[src/rtl/sseg_pkg.sv]
// Shared definitions for the 7-segment scan monitor: segment patterns (a..g, MSB = a),
// FSM state encoding and the polarity normalisation helpers.
package sseg_pkg;

  localparam int NUM_DIGITS = 4;

  localparam logic [6:0] SEG_0     = 7'b1111110;
  localparam logic [6:0] SEG_1     = 7'b0110000;
  localparam logic [6:0] SEG_2     = 7'b1101101;
  localparam logic [6:0] SEG_3     = 7'b1111001;
  localparam logic [6:0] SEG_4     = 7'b0110011;
  localparam logic [6:0] SEG_5     = 7'b1011011;
  localparam logic [6:0] SEG_6     = 7'b1011111;
  localparam logic [6:0] SEG_7     = 7'b1110000;
  localparam logic [6:0] SEG_8     = 7'b1111111;
  localparam logic [6:0] SEG_9     = 7'b1111011;
  localparam logic [6:0] SEG_A     = 7'b1110111;
  localparam logic [6:0] SEG_B     = 7'b0011111;
  localparam logic [6:0] SEG_C     = 7'b1001110;
  localparam logic [6:0] SEG_D     = 7'b0111101;
  localparam logic [6:0] SEG_E     = 7'b1001111;
  localparam logic [6:0] SEG_F     = 7'b1000111;
  localparam logic [6:0] SEG_BLANK = 7'b0000000;

  typedef enum logic [1:0] {
    S_WAIT   = 2'd0,
    S_SETTLE = 2'd1,
    S_HELD   = 2'd2
  } state_t;

  // Bring the raw bus to "1 = lit / 1 = selected" regardless of board polarity.
  function automatic logic [6:0] norm_seg(input logic [6:0] raw, input bit active_low);
    return active_low ? ~raw : raw;
  endfunction

  function automatic logic [3:0] norm_an(input logic [3:0] raw, input bit active_low);
    return active_low ? ~raw : raw;
  endfunction

  function automatic logic is_onehot4(input logic [3:0] v);
    return (v != 4'd0) && ((v & (v - 4'd1)) == 4'd0);
  endfunction

endpackage

[src/rtl/sseg_capture_if.sv]
// Scan bus plus decoded-frame results; master drives the display lines, slave is the monitor.
interface sseg_capture_if;

  logic [0:6]  SSeg;
  logic [3:0]  an;
  logic [15:0] value;
  logic [3:0]  blank;
  logic        frame_valid;
  logic        frame_err;
  logic        stale;

  modport master (
    output SSeg,
    output an,
    input  value,
    input  blank,
    input  frame_valid,
    input  frame_err,
    input  stale
  );

  modport slave (
    input  SSeg,
    input  an,
    output value,
    output blank,
    output frame_valid,
    output frame_err,
    output stale
  );

endinterface

[src/rtl/sseg_pattern_decode.sv]
// Combinational inverse of the BCD->7-seg table; all-off is reported as blank, anything
// outside the table as invalid.
module sseg_pattern_decode
  import sseg_pkg::*;
(
  input  logic [6:0] pattern,
  output logic [3:0] nibble,
  output logic       is_blank,
  output logic       invalid
);

  always_comb begin
    nibble   = 4'h0;
    is_blank = 1'b0;
    invalid  = 1'b0;
    case (pattern)
      SEG_0:     nibble = 4'h0;
      SEG_1:     nibble = 4'h1;
      SEG_2:     nibble = 4'h2;
      SEG_3:     nibble = 4'h3;
      SEG_4:     nibble = 4'h4;
      SEG_5:     nibble = 4'h5;
      SEG_6:     nibble = 4'h6;
      SEG_7:     nibble = 4'h7;
      SEG_8:     nibble = 4'h8;
      SEG_9:     nibble = 4'h9;
      SEG_A:     nibble = 4'hA;
      SEG_B:     nibble = 4'hB;
      SEG_C:     nibble = 4'hC;
      SEG_D:     nibble = 4'hD;
      SEG_E:     nibble = 4'hE;
      SEG_F:     nibble = 4'hF;
      SEG_BLANK: is_blank = 1'b1;
      default:   invalid = 1'b1;
    endcase
  end

endmodule

[src/rtl/sseg_capture.sv]
// Watches a multiplexed 7-segment scan, accepts each digit once it has been stable, and
// publishes complete 4-digit frames; partial frames are dropped after a quiet timeout.
module sseg_capture
  import sseg_pkg::*;
#(
  parameter bit SEG_ACTIVE_LOW = 1'b1,
  parameter bit AN_ACTIVE_LOW  = 1'b1,
  parameter int STABLE_CYCLES  = 4,
  parameter int TIMEOUT_CYCLES = 4096
) (
  input  logic          clk,
  input  logic          rst,
  sseg_capture_if.slave bus
);

  localparam int STAB_W = $clog2(STABLE_CYCLES + 1);
  localparam int TO_W   = $clog2(TIMEOUT_CYCLES);
  localparam logic [STAB_W-1:0] STAB_LAST = STAB_W'(STABLE_CYCLES - 1);
  localparam logic [STAB_W-1:0] STAB_FULL = STAB_W'(STABLE_CYCLES);
  localparam logic [STAB_W-1:0] STAB_ONE  = STAB_W'(1);
  localparam logic [TO_W-1:0]   TO_LAST   = TO_W'(TIMEOUT_CYCLES - 1);

  logic [6:0] seg_raw_q;
  logic [3:0] an_raw_q;
  logic [6:0] seg_s;
  logic [3:0] an_s;
  logic       an_legal;
  logic [1:0] slot_idx;
  logic       same_as_ref;

  state_t            state, state_nx;
  logic [STAB_W-1:0] stab_cnt, stab_nx;
  logic [3:0]        ref_an, ref_an_nx;
  logic [6:0]        ref_seg, ref_seg_nx;
  logic              accept;

  logic [3:0] dec_nibble;
  logic       dec_blank;
  logic       dec_invalid;

  logic [15:0]     dig_q;
  logic [3:0]      seen, seen_nx;
  logic [3:0]      blank_acc, blank_acc_nx;
  logic            err_acc, err_acc_nx;
  logic [TO_W-1:0] to_cnt;
  logic            frame_done;
  logic            to_expire;
  logic            clear_partial;
  logic [3:0]      slot_mask;

  logic [15:0] value_q;
  logic [3:0]  blank_q;
  logic        frame_valid_q;
  logic        frame_err_q;
  logic        stale_q;

  always_ff @(posedge clk or negedge rst) begin
    if (!rst) begin
      seg_raw_q <= 7'd0;
      an_raw_q  <= 4'd0;
    end else begin
      seg_raw_q <= bus.SSeg;
      an_raw_q  <= bus.an;
    end
  end

  assign seg_s       = norm_seg(seg_raw_q, SEG_ACTIVE_LOW);
  assign an_s        = norm_an(an_raw_q, AN_ACTIVE_LOW);
  assign an_legal    = is_onehot4(an_s);
  assign same_as_ref = (an_s == ref_an) && (seg_s == ref_seg);

  always_comb begin
    slot_idx = 2'd0;
    case (an_s)
      4'b0010: slot_idx = 2'd1;
      4'b0100: slot_idx = 2'd2;
      4'b1000: slot_idx = 2'd3;
      default: slot_idx = 2'd0;
    endcase
  end

  sseg_pattern_decode u_decode (
    .pattern  (seg_s),
    .nibble   (dec_nibble),
    .is_blank (dec_blank),
    .invalid  (dec_invalid)
  );

  always_ff @(posedge clk or negedge rst) begin
    if (!rst) begin
      state    <= S_WAIT;
      stab_cnt <= '0;
      ref_an   <= 4'd0;
      ref_seg  <= 7'd0;
    end else begin
      state    <= state_nx;
      stab_cnt <= stab_nx;
      ref_an   <= ref_an_nx;
      ref_seg  <= ref_seg_nx;
    end
  end

  // An illegal anode always wins; otherwise any change of (an, seg) restarts the settle count.
  always_comb begin
    state_nx   = state;
    stab_nx    = stab_cnt;
    ref_an_nx  = ref_an;
    ref_seg_nx = ref_seg;
    accept     = 1'b0;
    if (!an_legal) begin
      state_nx = S_WAIT;
      stab_nx  = '0;
    end else begin
      case (state)
        S_WAIT: begin
          state_nx   = S_SETTLE;
          stab_nx    = STAB_ONE;
          ref_an_nx  = an_s;
          ref_seg_nx = seg_s;
        end
        S_SETTLE: begin
          if (same_as_ref) begin
            if (stab_cnt == STAB_LAST) begin
              accept   = 1'b1;
              state_nx = S_HELD;
              stab_nx  = STAB_FULL;
            end else begin
              stab_nx = stab_cnt + STAB_ONE;
            end
          end else begin
            stab_nx    = STAB_ONE;
            ref_an_nx  = an_s;
            ref_seg_nx = seg_s;
          end
        end
        S_HELD: begin
          if (!same_as_ref) begin
            state_nx   = S_SETTLE;
            stab_nx    = STAB_ONE;
            ref_an_nx  = an_s;
            ref_seg_nx = seg_s;
          end
        end
        default: begin
          state_nx = S_WAIT;
          stab_nx  = '0;
        end
      endcase
    end
  end

  // Completion and timeout both wipe the partial frame; an accept this cycle lands on top.
  always_comb begin
    frame_done    = (seen == 4'hF);
    to_expire     = (to_cnt == TO_LAST) && !accept;
    clear_partial = frame_done || to_expire;
    slot_mask     = accept ? an_s : 4'd0;
    seen_nx       = (clear_partial ? 4'd0 : seen) | slot_mask;
    blank_acc_nx  = ((clear_partial ? 4'd0 : blank_acc) & ~slot_mask)
                  | (dec_blank ? slot_mask : 4'd0);
    err_acc_nx    = (clear_partial ? 1'b0 : err_acc) | (accept & dec_invalid);
  end

  always_ff @(posedge clk or negedge rst) begin
    if (!rst) begin
      dig_q     <= 16'd0;
      seen      <= 4'd0;
      blank_acc <= 4'd0;
      err_acc   <= 1'b0;
    end else begin
      seen      <= seen_nx;
      blank_acc <= blank_acc_nx;
      err_acc   <= err_acc_nx;
      if (accept) begin
        dig_q[{slot_idx, 2'b00} +: 4] <= dec_nibble;
      end
    end
  end

  always_ff @(posedge clk or negedge rst) begin
    if (!rst) begin
      to_cnt  <= '0;
      stale_q <= 1'b0;
    end else if (accept) begin
      to_cnt  <= '0;
      stale_q <= 1'b0;
    end else if (to_cnt == TO_LAST) begin
      stale_q <= 1'b1;
    end else begin
      to_cnt <= to_cnt + TO_W'(1);
    end
  end

  always_ff @(posedge clk or negedge rst) begin
    if (!rst) begin
      value_q       <= 16'd0;
      blank_q       <= 4'd0;
      frame_err_q   <= 1'b0;
      frame_valid_q <= 1'b0;
    end else begin
      frame_valid_q <= frame_done;
      if (frame_done) begin
        value_q     <= dig_q;
        blank_q     <= blank_acc;
        frame_err_q <= err_acc;
      end
    end
  end

  assign bus.value       = value_q;
  assign bus.blank       = blank_q;
  assign bus.frame_valid = frame_valid_q;
  assign bus.frame_err   = frame_err_q;
  assign bus.stale       = stale_q;

endmodule

[src/flat_wrapper.sv]
// flat-port wrapper written by rule: the top's interface ports become plain ports
module sseg_capture_flat import sseg_pkg::*;
#(
  parameter bit SEG_ACTIVE_LOW = 1'b1,
  parameter bit AN_ACTIVE_LOW  = 1'b1,
  parameter int STABLE_CYCLES  = 4,
  parameter int TIMEOUT_CYCLES = 4096
)
  (clk, rst, bus_SSeg, bus_an, bus_value, bus_blank, bus_frame_valid, bus_frame_err, bus_stale);
  sseg_capture_if bus_i ();
  input  logic clk;
  input  logic rst;
  input wire logic [$bits(bus_i.SSeg)-1:0] bus_SSeg;
  input wire logic [$bits(bus_i.an)-1:0] bus_an;
  output wire logic [$bits(bus_i.value)-1:0] bus_value;
  output wire logic [$bits(bus_i.blank)-1:0] bus_blank;
  output wire logic [$bits(bus_i.frame_valid)-1:0] bus_frame_valid;
  output wire logic [$bits(bus_i.frame_err)-1:0] bus_frame_err;
  output wire logic [$bits(bus_i.stale)-1:0] bus_stale;
  assign bus_i.SSeg = bus_SSeg;
  assign bus_i.an = bus_an;
  assign bus_value = bus_i.value;
  assign bus_blank = bus_i.blank;
  assign bus_frame_valid = bus_i.frame_valid;
  assign bus_frame_err = bus_i.frame_err;
  assign bus_stale = bus_i.stale;
  sseg_capture #(.SEG_ACTIVE_LOW(SEG_ACTIVE_LOW), .AN_ACTIVE_LOW(AN_ACTIVE_LOW), .STABLE_CYCLES(STABLE_CYCLES), .TIMEOUT_CYCLES(TIMEOUT_CYCLES)) u_core (.clk(clk), .rst(rst), .bus(bus_i));
endmodule
[config.mk]
export PLATFORM = sky130hd
export DESIGN_NAME = sseg_capture_flat
export DESIGN_NICKNAME = d
export VERILOG_FILES = /design/src/rtl/sseg_pkg.sv /design/src/rtl/sseg_capture_if.sv /design/src/rtl/sseg_pattern_decode.sv /design/src/rtl/sseg_capture.sv /design/src/flat_wrapper.sv
export SDC_FILE = /design/constraint.sdc
export NUM_CORES = 1
export LEC_CHECK = 0
export ABC_AREA = 1
export CORE_MARGIN = 1
export CORE_UTILIZATION = 35
export DETAILED_ROUTE_END_ITERATION = 12
export GPL_TIMING_DRIVEN = 1
export SLEW_MARGIN = 10
export SYNTH_ARGS = -nofsm -noshare
export SYNTH_HDL_FRONTEND = slang
export SYNTH_SLANG_ARGS = --single-unit
[constraint.sdc]
create_clock -name clk -period 1.7 [get_ports clk]
set_input_delay 0.255 -clock clk [delete_from_list [all_inputs] [get_ports clk]]
set_output_delay 0.255 -clock clk [all_outputs]
set_load 0.02 [all_outputs]
Yosys cells after proc, flatten, opt, wreduce, memory -nomap -nowiden
Index checks and enable logic that the tools add are counted.
- equal/unequal tests: 31
- add/sub/neg operators: 4
- bitwise gates (word level): 9
- reductions and logical operators: 15
- shift-type cells: 2
- muxes and demuxes: 32
- operators with widths (operator ; number):
    7-bit equality test (second input constant) ; 12
    4-bit one-hot mux with 15 select lines ; 1
    12-bit two-way mux ; 2
    7-bit by 6-bit equality test with 1-bit output (second input constant) ; 3
    4-bit two-way mux ; 5
    17-bit OR reduction ; 1
    16-bit bitwise mux ; 1
    4-bit by 6-bit variable shift with 16-bit output (first input constant) ; 1
    4-bit by 6-bit indexed part select with 16-bit output ; 1
    7-bit one-hot mux with 2 select lines ; 1
    12-bit by 1-bit adder with 12-bit output (second input constant) ; 1
    12-bit equality test (second input constant) ; 1
    3-bit two-way mux ; 4
    2-bit one-hot mux with 3 select lines ; 2
    1-bit two-way mux ; 9
    3-bit != test (second input constant) ; 3
    3-bit one-hot mux with 3 select lines ; 1
    4-bit bitwise AND ; 2
    4-bit equality test (second input constant) ; 2
    2-bit two-way mux ; 4
    4-bit NOT ; 2
    4-bit OR ; 2
    4-bit one-hot mux with 2 select lines ; 1
    7-bit by 5-bit equality test with 1-bit output (second input constant) ; 1
    other kinds (26) ; 30
- output and inout port bits: 23
- register bits: 87
- word-level logic and storage cells: 109
- bits of input ports: 13

Logic depth before layout (Yosys ltp)
- depth after elaboration: 12
- gate-level depth with buffers: 12
- gate-level depth less buffers: 11

Hierarchy
Synthesis repeated with hierarchy kept, for this count alone.
- cells, all modules: 558
- area, all modules: 4386.7 µm²
- modules (own cells, without submodules) (module ; cells an instance ; area an instance (µm²) ; instances):
    sseg_capture ; 483 ; 4060.1 ; 1
    sseg_pattern_decode ; 75 ; 326.6 ; 1

Least setup slack after synthesis
No wires, ideal clock.
- path type: reg2reg
- start point: reg u_core.an_raw_q[1]
- end point: reg u_core.dig_q[13]
- buffers on the path: 1
- path slack: -0.056 ns
- arrival time: 1.691 ns
- stages on the path, launching flop included: 10
- setup time: 0.065 ns
- cells stage by stage: dfrtp_1 > xor2_1 > nand3_1 > ha_1 > inv_1 > clkbuf_1 > nand2_1 > nor2_1 > nand3_1 > nand2_1
- cells in the longest elaborated chain, start to end: 6
- elaborated cells between the ends (all ways): 19
- RTL lines (element ; RTL line ; text):
    start: declaration ; sseg_capture.sv:24 ; logic [3:0] an_raw_q;
    start signal: assignment ; sseg_capture.sv:63 ; an_raw_q <= bus.an;
    4-bit NOT (*) ; sseg_pkg.sv:37 ; return active_low ? ~raw : raw;
    4-bit equality test, or another cell as far along ; sseg_capture.sv:74 ; case (an_s)
    2-bit one-hot mux with 3 select lines, or another cell as far along ; sseg_capture.sv:74 ;
    4-bit negation with 6-bit output, or another cell as far along ; sseg_capture.sv:175 ; dig_q[{slot_idx, 2'b00} +: 4] <= dec_nibble;
    4-bit by 6-bit indexed part select with 16-bit output, or another cell as far along ; sseg_capture.sv:175 ;
    16-bit bitwise mux / 1-bit two-way mux (equally long branches) ; sseg_capture.sv:175, sseg_capture.sv:110 ;
    end signal: indexed assignment ; sseg_capture.sv:175 ;
    end: declaration ; sseg_capture.sv:41 ; logic [15:0] dig_q;
Every way passes the cells marked *; elsewhere a longest branch is shown, timed or not.
A chain may end at the register's enable or synchronous reset.

Worst setup path in the final report
- start point: reg u_core.an_raw_q[0]
- end point: reg u_core.err_acc
- cells in the longest elaborated chain, start to end: 11
- elaborated cells between the ends (all ways): 17
- RTL lines (element ; RTL line ; text):
    4-bit NOT (*) ; sseg_pkg.sv:37 ;
    4-bit by 1-bit subtractor with 4-bit output / 4-bit equality test (equally long branches) ; sseg_pkg.sv:41, sseg_capture.sv:70 ;
    4-bit bitwise AND / 1-bit logical AND (equally long branches) ; sseg_pkg.sv:41, sseg_capture.sv:70 ;
    4-bit zero test / 1-bit two-way mux (equally long branches) ; sseg_pkg.sv:41, sseg_capture.sv:122 ;
    1-bit logical AND / 1-bit two-way mux (equally long branches) ; sseg_pkg.sv:41, sseg_capture.sv:114 ;
    1-bit two-way mux (*) ; sseg_capture.sv:110 ; if (!an_legal) begin
    1-bit zero test ; sseg_capture.sv:155 ; to_expire = (to_cnt == TO_LAST) && !accept;
    1-bit logical AND ; sseg_capture.sv:155 ;
    1-bit logical OR ; sseg_capture.sv:156 ; clear_partial = frame_done || to_expire;
    1-bit two-way mux ; sseg_capture.sv:161 ; err_acc_nx = (clear_partial ? 1'b0 : err_acc) | (accept & dec_invalid);
    1-bit OR (*) ; sseg_capture.sv:161 ;
    named net u_core.err_acc_nx ; sseg_capture.sv:44 ; logic err_acc, err_acc_nx;
    end signal: assignment ; sseg_capture.sv:173 ; err_acc <= err_acc_nx;
    end: declaration ; sseg_capture.sv:44 ;
The timed path passes the listed nets; every way through them passes the cells marked *.

==> results.yml <==
cts:
  cts-buffers-inserted: 9
  insertion_delay_ps: 350
  clk_pin_slew_worst_paths_ps: 70
  h-tree-depth: 3
  cts_buffer_depth: 2
  clock-sinks: 87
  cts_tree: "done"
  root_buffer: "clkbuf_16"
job:
  maxCapViolations: 0
global_routing:
  grt_max_degree: 48
  antenna_found_initial: 0
  grt_pass1_wl_um: 15840
  grtUsageTotal: 0.1601
  grt_pass1_vias: 3480
  overflow: 0
timing:
  period_share: 1.043
  rsz0062_at_grt: "yes"
  setup_tns_ps: -1387
  worst_clock_skew_ps: 11.14
  timing.final.ws_setup_ps: -73.88
  slew_violations: 0
  finalCriticalPeriod_ps: 1774
  setup_viol: 38
  timing_hold_violations_final: 0
  max_freq_mhz: 563.7
  maxSlewHeadroom: 0.7615
  timing.hold.ws_ps: 300.8
  worst_pin_slew_ps: 357.8
logic_synthesis:
  avgSynthCellArea_um2: 7.810
  synthTopCellsByArea: "dfrtp_1 52%, nand2_1 18%, inv_1 6.4%"
  synth_nets: 562
  yosys_warnings: 0
  dominantRegCellSynth: "dfrtp_1"
  synth.distinct_cells: 28
  synth_edf_count: 0
  synthCells: 538
  yosys.area.top_type: "dfrtp_1"
  ys_ff_latch: 87
  synth_area_um2: 4202
  yosys-top-cells-count: "198 x nand2_1, 87 x dfrtp_1, 72 x inv_1"
  yosysTopAreaCellShare: 0.5182
  async_flop_share: 1.000
  yosysSeqAreaShare: 0.5182
  yosysMostFrequentCell: "nand2_1"
die:
  ios: 36
  die-width_um: 111.6
  dieArea_um2: 12450
  initial_utilization: 0.3633
  core_area_um2: 11560
  chipHeight_um: 111.6
  row_count: 39
power:
  p_sw_mw: 1.222
  pwr-share-clk: 0.426
  finalPower_mw: 4.955
  power.internal_mw: 3.732
  power_density_nw_per_um2: 830.7
  power.leakage_nw: 3.063
  seq_power_share: 0.451
  vdd.ir_drop.worst_mv: 0.6025
  swShare: 0.2467
  combPwrFrac: 0.123
place:
  placed_cell_area_um2: 5082
  pre_cts_slack_ps: -231.0
  portBuffers: 35
  place_congestion: 0.8337
  dp_hpwl_um: 6637
  placed_cells: 755
route:
  drc: 2
  dr.pass1.iters: 10
  routed_wl_um: 9889
  ant_nets: 0
  via_count: 3704
  wl_per_cell_um: 12.53
  vias_per_cell: 4.695
  drtIter0Drc: 176
layout:
  finalNonFillerCells: 789
  drive_above_1_share: 0.2492
  nets: 665
  stdcell_area_um2: 5964
  n_antenna_cell: 0
  num-fill-cells: 1070
  area_delta_synth_final_pct: 41.96
  finish.utilization: 0.5157
setup_path:
  critical_path_required_ps: 1990
  crit_fanout: 12
  start_kind: "register"
  endpoint_kind: "register"
  crit_type: "reg2reg"
  crit_arrival_ps: 2060
min_path:
  hold_class: "in2async"
outcome:
  violations: "DRC, setup timing"
  status: "finished with violations"
[critical path: stages, from the launching register on]
cell and delay, ps:
dfrtp_1 430, buf_6 150, nand2_4 60, nand2_2 60, nand2_2 90, nand2_4 70
nor2_4 140, nand4_4 160, buf_4 190, clkbuf_16 160, inv_1 70, nand3_1 70
nand2_1 70
[registers in the layout, indices dropped and copies added, names as in the netlist, 2 cells and up]
signal and cells:
u_core.bus.value 16, u_core.dig_q 16, u_core.to_cnt 12, u_core.ref_seg 7, u_core.seg_raw_q 7, u_core.an_raw_q 4, u_core.blank_acc 4, u_core.bus.blank 4
u_core.ref_an 4, u_core.seen 4, u_core.stab_cnt 3, u_core.state 2
[kinds of logic (layout without fill, tap and decap cells)]
kind of cell,Yosys count,count (layout),share of synthesized area
xor gates and xnor gates,5,5,0.01042
and+or+nand+nor,302,302,0.2960
AOI/OAI and AO/OA,50,50,0.06760
buffers and inverters,83,191,0.07504
DFF,87,87,0.5182
adders and majority gates,11,11,0.03276
[timing repair]
| item | CTS | global route |
|---|---|---|
| gates resized for setup | 35 | 84 |
| hold endpoints to repair | 12 | 0 |
| hold buffers | 1 | 0 |
| endpoints found under the setup margin | 50 | 51 |
| buffers inserted | 3 | 9 |
| cloned | 0 | 5 |
| pin swaps | 6 | 28 |
[final cells by class]
cell class | count | area [um2] | area share
Sequential cell | 87 | 2183 | 0.3661
Multi-Input combinational cell | 368 | 2019 | 0.3386
Timing Repair Buffer | 101 | 979.7 | 0.1643
Inverter | 74 | 280.3 | 0.04699
Clock buffer | 10 | 229.0 | 0.03839
Tap cell | 143 | 178.9 | 0.03000
Clock inverter | 6 | 93.84 | 0.01573
[worst paths after layout]
path / slack (ps) / startpoint / cells after the start / end
max: -70 / u_core.an_raw_q[0]$_DFF_PN0_ / 12 / u_core.err_acc$_DFF_PN0_
min: 300 / rst / 2 / u_core.to_cnt[2]$_DFFE_PN0P_
max reg2reg: -70 / u_core.an_raw_q[0]$_DFF_PN0_ / 12 / u_core.err_acc$_DFF_PN0_
min reg2reg: 470 / u_core.bus.value[13]$_DFFE_PN0P_ / 2 / u_core.bus.value[13]$_DFFE_PN0P_
max in group asynchronous: 790 / rst / 3 / u_core.bus.value[9]$_DFFE_PN0P_
min in group clk: 350 / bus_SSeg[1] / 1 / u_core.seg_raw_q[1]$_DFF_PN0_
[power groups by stage]
stage / registers (mW) / logic (mW) / clock network, mW
2_1_floorplan: 2.25 / 0.250 / 0
3_3_place_gp: 2.26 / 0.445 / 0
6_report: 2.23 / 0.610 / 2.11
4_1_cts: 2.23 / 0.495 / 2.17
5_1_grt: 2.25 / 0.683 / 2.26
3_5_place_dp: 2.27 / 0.457 / 0
[routing by layer]
metal	wire, um	GRT usage
met5	0	0
met1	4529	0.2047
met2	4842	0.2600
met3	344	0.04682
met4	173	0.05405
[layout by cell type (no fill, tap or decap), types with 7 or more instances in the layout]
| cell | n |
|---|---|
| o21ai_0 | 13 |
| nor2_1 | 32 |
| nor2_4 | 9 |
| clkdlybuf4s50_1 | 34 |
| buf_4 | 52 |
| buf_6 | 7 |
| nor2_2 | 12 |
| o21ai_2 | 7 |
| nor3_1 | 7 |
| clkbuf_16 | 13 |
| inv_2 | 11 |
| o21ai_1 | 14 |
| nand2_1 | 183 |
| inv_1 | 61 |
| nand3_1 | 26 |
| dfrtp_1 | 82 |
| nand2_2 | 10 |
| ha_1 | 10 |
(Power assumes the default switching activity.)
